File: src/rtl/wb_write_port_scheduler.sv
`default_nettype none
// ============================================================================
// Module   : wb_write_port_scheduler
// Brief    : Serialises dual WB writes onto a single register-file write port.
// Revision : 1.0
// ============================================================================
module wb_write_port_scheduler #(
    parameter int DATA_W    = 16,
    parameter int ADDR_W    = 3,
    parameter int LOW_FIRST = 1,
    parameter int CNT_W     = 16
) (
    input  logic              clk,
    input  logic              rst,
    input  logic              reglow_write_in,
    input  logic [ADDR_W-1:0] Rdst1_in,
    input  logic [DATA_W-1:0] Rdst1_val_in,
    input  logic              reghigh_write_in,
    input  logic [ADDR_W-1:0] Rdst2_in,
    input  logic [DATA_W-1:0] Rdst2_val_in,
    output logic              rf_we_out,
    output logic [ADDR_W-1:0] rf_addr_out,
    output logic [DATA_W-1:0] rf_data_out,
    output logic              stall_out,
    output logic              busy_out,
    output logic [CNT_W-1:0]  dual_cnt_out
);

    typedef enum logic [0:0] {
        IDLE  = 1'b0,
        DRAIN = 1'b1
    } state_t;

    state_t            r_state;
    state_t            w_next_state;
    logic [ADDR_W-1:0] r_hold_addr;
    logic [DATA_W-1:0] r_hold_data;
    logic [ADDR_W-1:0] w_hold_addr_nxt;
    logic [DATA_W-1:0] w_hold_data_nxt;
    logic [CNT_W-1:0]  r_dual_cnt;
    logic              w_capture;
    logic              w_both;
    logic              w_same_idx;

    assign w_both     = reglow_write_in & reghigh_write_in;
    assign w_same_idx = (Rdst1_in == Rdst2_in);

    always_comb begin
        w_next_state    = r_state;
        w_capture       = 1'b0;
        w_hold_addr_nxt = Rdst2_in;
        w_hold_data_nxt = Rdst2_val_in;
        rf_we_out       = 1'b0;
        rf_addr_out     = '0;
        rf_data_out     = '0;
        stall_out       = 1'b0;
        busy_out        = 1'b0;
        // Reset forces every write-side output low, including mid-drain.
        if (rst) begin
            case (r_state)
                IDLE: begin
                    if (w_both && w_same_idx) begin
                        rf_we_out   = 1'b1;
                        rf_addr_out = Rdst1_in;
                        rf_data_out = Rdst1_val_in;
                    end else if (w_both) begin
                        rf_we_out    = 1'b1;
                        stall_out    = 1'b1;
                        w_capture    = 1'b1;
                        w_next_state = DRAIN;
                        if (LOW_FIRST != 0) begin
                            rf_addr_out     = Rdst1_in;
                            rf_data_out     = Rdst1_val_in;
                            w_hold_addr_nxt = Rdst2_in;
                            w_hold_data_nxt = Rdst2_val_in;
                        end else begin
                            rf_addr_out     = Rdst2_in;
                            rf_data_out     = Rdst2_val_in;
                            w_hold_addr_nxt = Rdst1_in;
                            w_hold_data_nxt = Rdst1_val_in;
                        end
                    end else if (reglow_write_in) begin
                        rf_we_out   = 1'b1;
                        rf_addr_out = Rdst1_in;
                        rf_data_out = Rdst1_val_in;
                    end else if (reghigh_write_in) begin
                        rf_we_out   = 1'b1;
                        rf_addr_out = Rdst2_in;
                        rf_data_out = Rdst2_val_in;
                    end
                end
                DRAIN: begin
                    // WB inputs repeat the frozen instruction here and are ignored.
                    rf_we_out    = 1'b1;
                    rf_addr_out  = r_hold_addr;
                    rf_data_out  = r_hold_data;
                    busy_out     = 1'b1;
                    w_next_state = IDLE;
                end
                default: w_next_state = IDLE;
            endcase
        end
    end

    always_ff @(posedge clk) begin
        if (!rst) begin
            r_state     <= IDLE;
            r_hold_addr <= '0;
            r_hold_data <= '0;
            r_dual_cnt  <= '0;
        end else begin
            r_state <= w_next_state;
            if (w_capture) begin
                r_hold_addr <= w_hold_addr_nxt;
                r_hold_data <= w_hold_data_nxt;
                if (r_dual_cnt != {CNT_W{1'b1}}) begin
                    r_dual_cnt <= r_dual_cnt + CNT_W'(1);
                end
            end
        end
    end

    assign dual_cnt_out = r_dual_cnt;

endmodule
`default_nettype wire
File: config.mk
export PLATFORM = sky130hd
export DESIGN_NAME = wb_write_port_scheduler
export DESIGN_NICKNAME = d
export VERILOG_FILES = /design/src/rtl/wb_write_port_scheduler.sv
export SDC_FILE = /design/constraint.sdc
export NUM_CORES = 1
export LEC_CHECK = 0
export ABC_AREA = 1
export ABC_CLOCK_PERIOD_IN_PS = 1640
export CORE_UTILIZATION = 38
export CTS_BUF_LIST = sky130_fd_sc_hd__clkbuf_8
export DETAILED_ROUTE_END_ITERATION = 16
export PLACE_DENSITY = 0.78
export SLEW_MARGIN = 10
export SYNTH_ARGS = -nofsm -noshare
export SYNTH_HDL_FRONTEND = slang
export SYNTH_SLANG_ARGS = --single-unit
export TNS_END_PERCENT = 50
File: constraint.sdc
create_clock -name clk -period 1.64 [get_ports clk]
set_input_delay 0.328 -clock clk [delete_from_list [all_inputs] [get_ports clk]]
set_output_delay 0.328 -clock clk [all_outputs]
set_load 0.1 [all_outputs]
# Word level (Yosys, flattened, before mapping)
# Cells that the tools add are included.
# totals
regBits,36
# op_classes
reduce_logical,2
eq_ne,2
mux,25
addsub,1
n_bitwise,2
# op_table
cell,count
$mux W16,5
$pmux W16 S2,1
$add A16 B1 Y16 const B,1
$ne A16 B16 Y1 const B,1
$mux W3,5
$mux W1,11
$pmux W3 S2,1
$pmux W1 S2,2
$eq A3 B3 Y1,1
$reduce_and A2 Y1,1
$and A1 B1 Y1,1
$logic_and A1 B1 Y1,1
$not A1 Y1,1

# Longest topological paths before layout
# depth
ltp_word,6
mapped_depth,10

# Worst setup path after synthesis
# Ideal clock, no wire load.
# synth_timing
kind,in2out
from,input port reghigh_write_in
to,output port rf_data_out[14]
path_stages,5
t_required_ns,1.312
arrival_time_ns,3.999
slack_ns,-2.687
cell_sequence,buf_4 > inv_1 > a31oi_1 > o21ai_0 > a31oi_1
# synth_via
elab_chain_cells,6
# synth_rtl
element,line,text
"start, declared",18,"input logic reghigh_write_in,"
$mux W16,86,end else if (reghigh_write_in) begin
$mux W16,82,end else if (reglow_write_in) begin
$mux W16,66,end else if (w_both) begin
$mux W16 *,62,if (w_both && w_same_idx) begin
$pmux W16 S2 *,60,case (r_state)
$mux W16 *,59,if (rst) begin
"end, declared",23,"output logic [DATA_W-1:0] rf_data_out,"
# Every way passes the cells marked *; elsewhere a longest branch is shown, timed or not.

# Worst setup path in the final report
# layout_timing
from,register r_state
to,output port rf_data_out[14]
# layout_via
elab_chain_cells,3
# layout_rtl
element,line,text
"start, declared",34,state_t r_state;
"start signal, assigned",112,r_state <= w_next_state;
$not A1 Y1,--,
$pmux W16 S2 *,60,
$mux W16 *,59,
# Marked as above.

==> impl_metrics.yaml <==
worst_setup_path:
  r2r-start: "dual_cnt_out[1]$_SDFFE_PN0P_"
  required_ps: 1310
  cp_max_fo: 9
  end_kind: "output pin"
  cp-start-kind: "register"
  path_class: "reg -> out"
  cp.arrival_ps: 1390
  setup.worst_path.start: "r_state$_SDFF_PN0_"
floorplan:
  start_util_pct: 39.9
  num_rows: 28
  die_h_um: 81.3
  dieWidth_um: 81.3
  core-area_mm2: 0.00599
  pin_count: 80
  die_area_mm2: 0.00662
power_and_ir_drop:
  total_power_uw: 2780
  irDropWorstVdd_mv: 0.411
  p_leak_uw: 0.00174
  power_density_mw_per_mm2: 618
placement:
  place.port_buffers: 79
  dp_slack_ps: -387
  routabilityCongestion: 0.866
  dp_hpwl_um: 5890
  placed_cell_area_mm2: 0.00414
sta:
  finalCriticalPeriod_ps: 1720
  setup_viol: 20
  drv_slew: 0
  finalWorstSetupSlack_ps: -75.8
  worstMarginPinSlew_ps: 386
  setup-tns-final_ps: -843
  finClkSkew_ps: 12.9
  slew-limit-headroom_pct: 74.0
  hold_ws_ps: 312
  rsz0062_at_grt: "yes"
  fin_crit_sh_pct: 105
  hold_violations: 0
  fmax_ghz: 0.583
clock_network:
  max-clock-path-buffers: 2
  clk_pin_slew_worst_paths_ps: 90
  root_buffer: "clkbuf_8"
  hold_buffers: 0
  cts_tree: "done"
  h-tree-depth: 2
  clkLatencyLatePin_ps: 310
  numCtsBuffers: 5
  cts.sink_count: 36
yosys:
  ys_ff_latch: 36
  async_flop_share_pct: 0
  synth_edf_count: 0
  seq_area_frac_synth_pct: 30.1
  synth_top_area_cell: "dfxtp_1"
  ys_types: 30
  synth.cell_area_mm2: 0.00239
  synth_fp_nets: 405
  syn_avg_cell_area_um2: 6.61
  ys.warnings.count: 0
  yosys-top-cells-area: "dfxtp_1 (30%), nand2_1 (9.6%), o21ai_0 (8.8%), nor2_1 (8.3%), a21oi_1 (8.2%)"
  ys.flop_type: "dfxtp_1"
  syn_inst: 362
  synth_top_cell_area_share_pct: 30.1
run_status:
  violations: "negative setup slack"
  status: "finished with violations"
layout:
  syn_to_final_growth_pct: 87.9
  finalNetCount: 519
  drive_gt1_share_pct: 40.0
  diodes: 0
  finalInstanceArea_mm2: 0.00449
global_route:
  grt_max_degree: 26
  grt_overflow_total: 0
  first_global_vias: 3016
  antenna_found_initial: 0
  grtUsageTotal_pct: 27.3
  grt_pass1_wl_um: 13800
routing:
  viasPerCell: 5.33
  postRouteAntennaNets: 0
  wl_per_cell_um: 15.3
  wirelength_um: 8460
  num_vias: 2943
  drt_pass1_iterations: 4
  drtIter0Drc: 134
  route.detailed.drc: 0
flow_run:
  cap_violations: 0
hold_path:
  hp-class: "in -> reg"
  hp-start: "rst"
[cell usage after synthesis (all sizes together), types with 2 or more instances]
library cell and instances:
xnor2 2, nand2 76, nand3 28, nor2 62, clkbuf 10, a21oi 49
dfxtp 36, a31oi 2, buf 12, o21ai 42, nand4 8, xor2 4
inv 27
[path summary, 6_finish.rpt]
check                                        to  slack, ps  cells after the start
setup reg to reg  dual_cnt_out[15]$_SDFFE_PN0P_        100                      9
setup / recovery                rf_data_out[14]        -80                      5
hold reg to reg     r_hold_data[4]$_SDFFE_PN0P_        500                      2
hold / removal      r_hold_data[1]$_SDFFE_PN0P_        310                      3
[layout by cell type (no fill, tap or decap), drive strengths merged, types with 8 or more instances in the layout]
cell type / n
a21oi: 49
buf: 89
clkdlybuf4s50: 31
dfxtp: 36
inv: 26
nand2: 76
nand3: 28
nand4: 8
nor2: 62
o21ai: 42
[final cells by class]
cell class / count / area [µm²]
Sequential cell: 36 / 724
Inverter: 28 / 118
Clock inverter: 3 / 42.5
Clock buffer: 5 / 68.8
Fill cell: 390 / 1500
Timing Repair Buffer: 129 / 1640
Tap cell: 75 / 93.8
Multi-Input combinational cell: 276 / 1810
[metrics by stage]
stage	util, %	instances
after detailed placement	69.0	537
after floorplan	-	362
after global routing	75.0	552
after global placement	69.0	537
final	75.0	552
after CTS	73.5	550
[state kept, by name, summed over array words and instances, names as in the netlist]
name and count:
r_state 1, r_hold_data 16, r_hold_addr 3, dual_cnt_out 16
[cell families after synthesis]
logic type / Yosys count / share of synthesized area [%]
and+or+nand+nor: 176 / 36.2
AOI/OAI and AO/OA: 93 / 21.1
adders and majority gates: 1 / 0.523
xor gates and xnor gates: 6 / 2.20
buffers and inverters: 50 / 9.78
DFF: 36 / 30.1
[where the power goes]
part | switching [µW] | internal [µW]
registers | 21.2 | 901
clock network | 361 | 450
logic | 620 | 424
[critical path: stages (launching register included)]
cell and delay [ps]:
dfxtp_4 400, inv_8 60, a31oi_4 150, o21ai_2 90
a31oi_4 180, buf_12 200
[what timing repair did]
item / 4_1_cts / 5_1_grt
gates resized for setup: 51 / 24
cloned: 1 / 0
endpoints found under the setup margin: 51 / 38
buffers inserted: 4 / 2
pin swaps: 13 / 3
[routing by layer]
metal / global-route usage [%] / vias up / share of wire (%)
met2: 51.2 / 102 / 52
met4: 11.4 / 0 / 2.0
met5: 0 / - / 0
met1: 27.6 / 1411 / 38
li1: - / 1414 / -
met3: 8.43 / 16 / 7.4
Note: power is estimated with default switching activity, not from simulation.
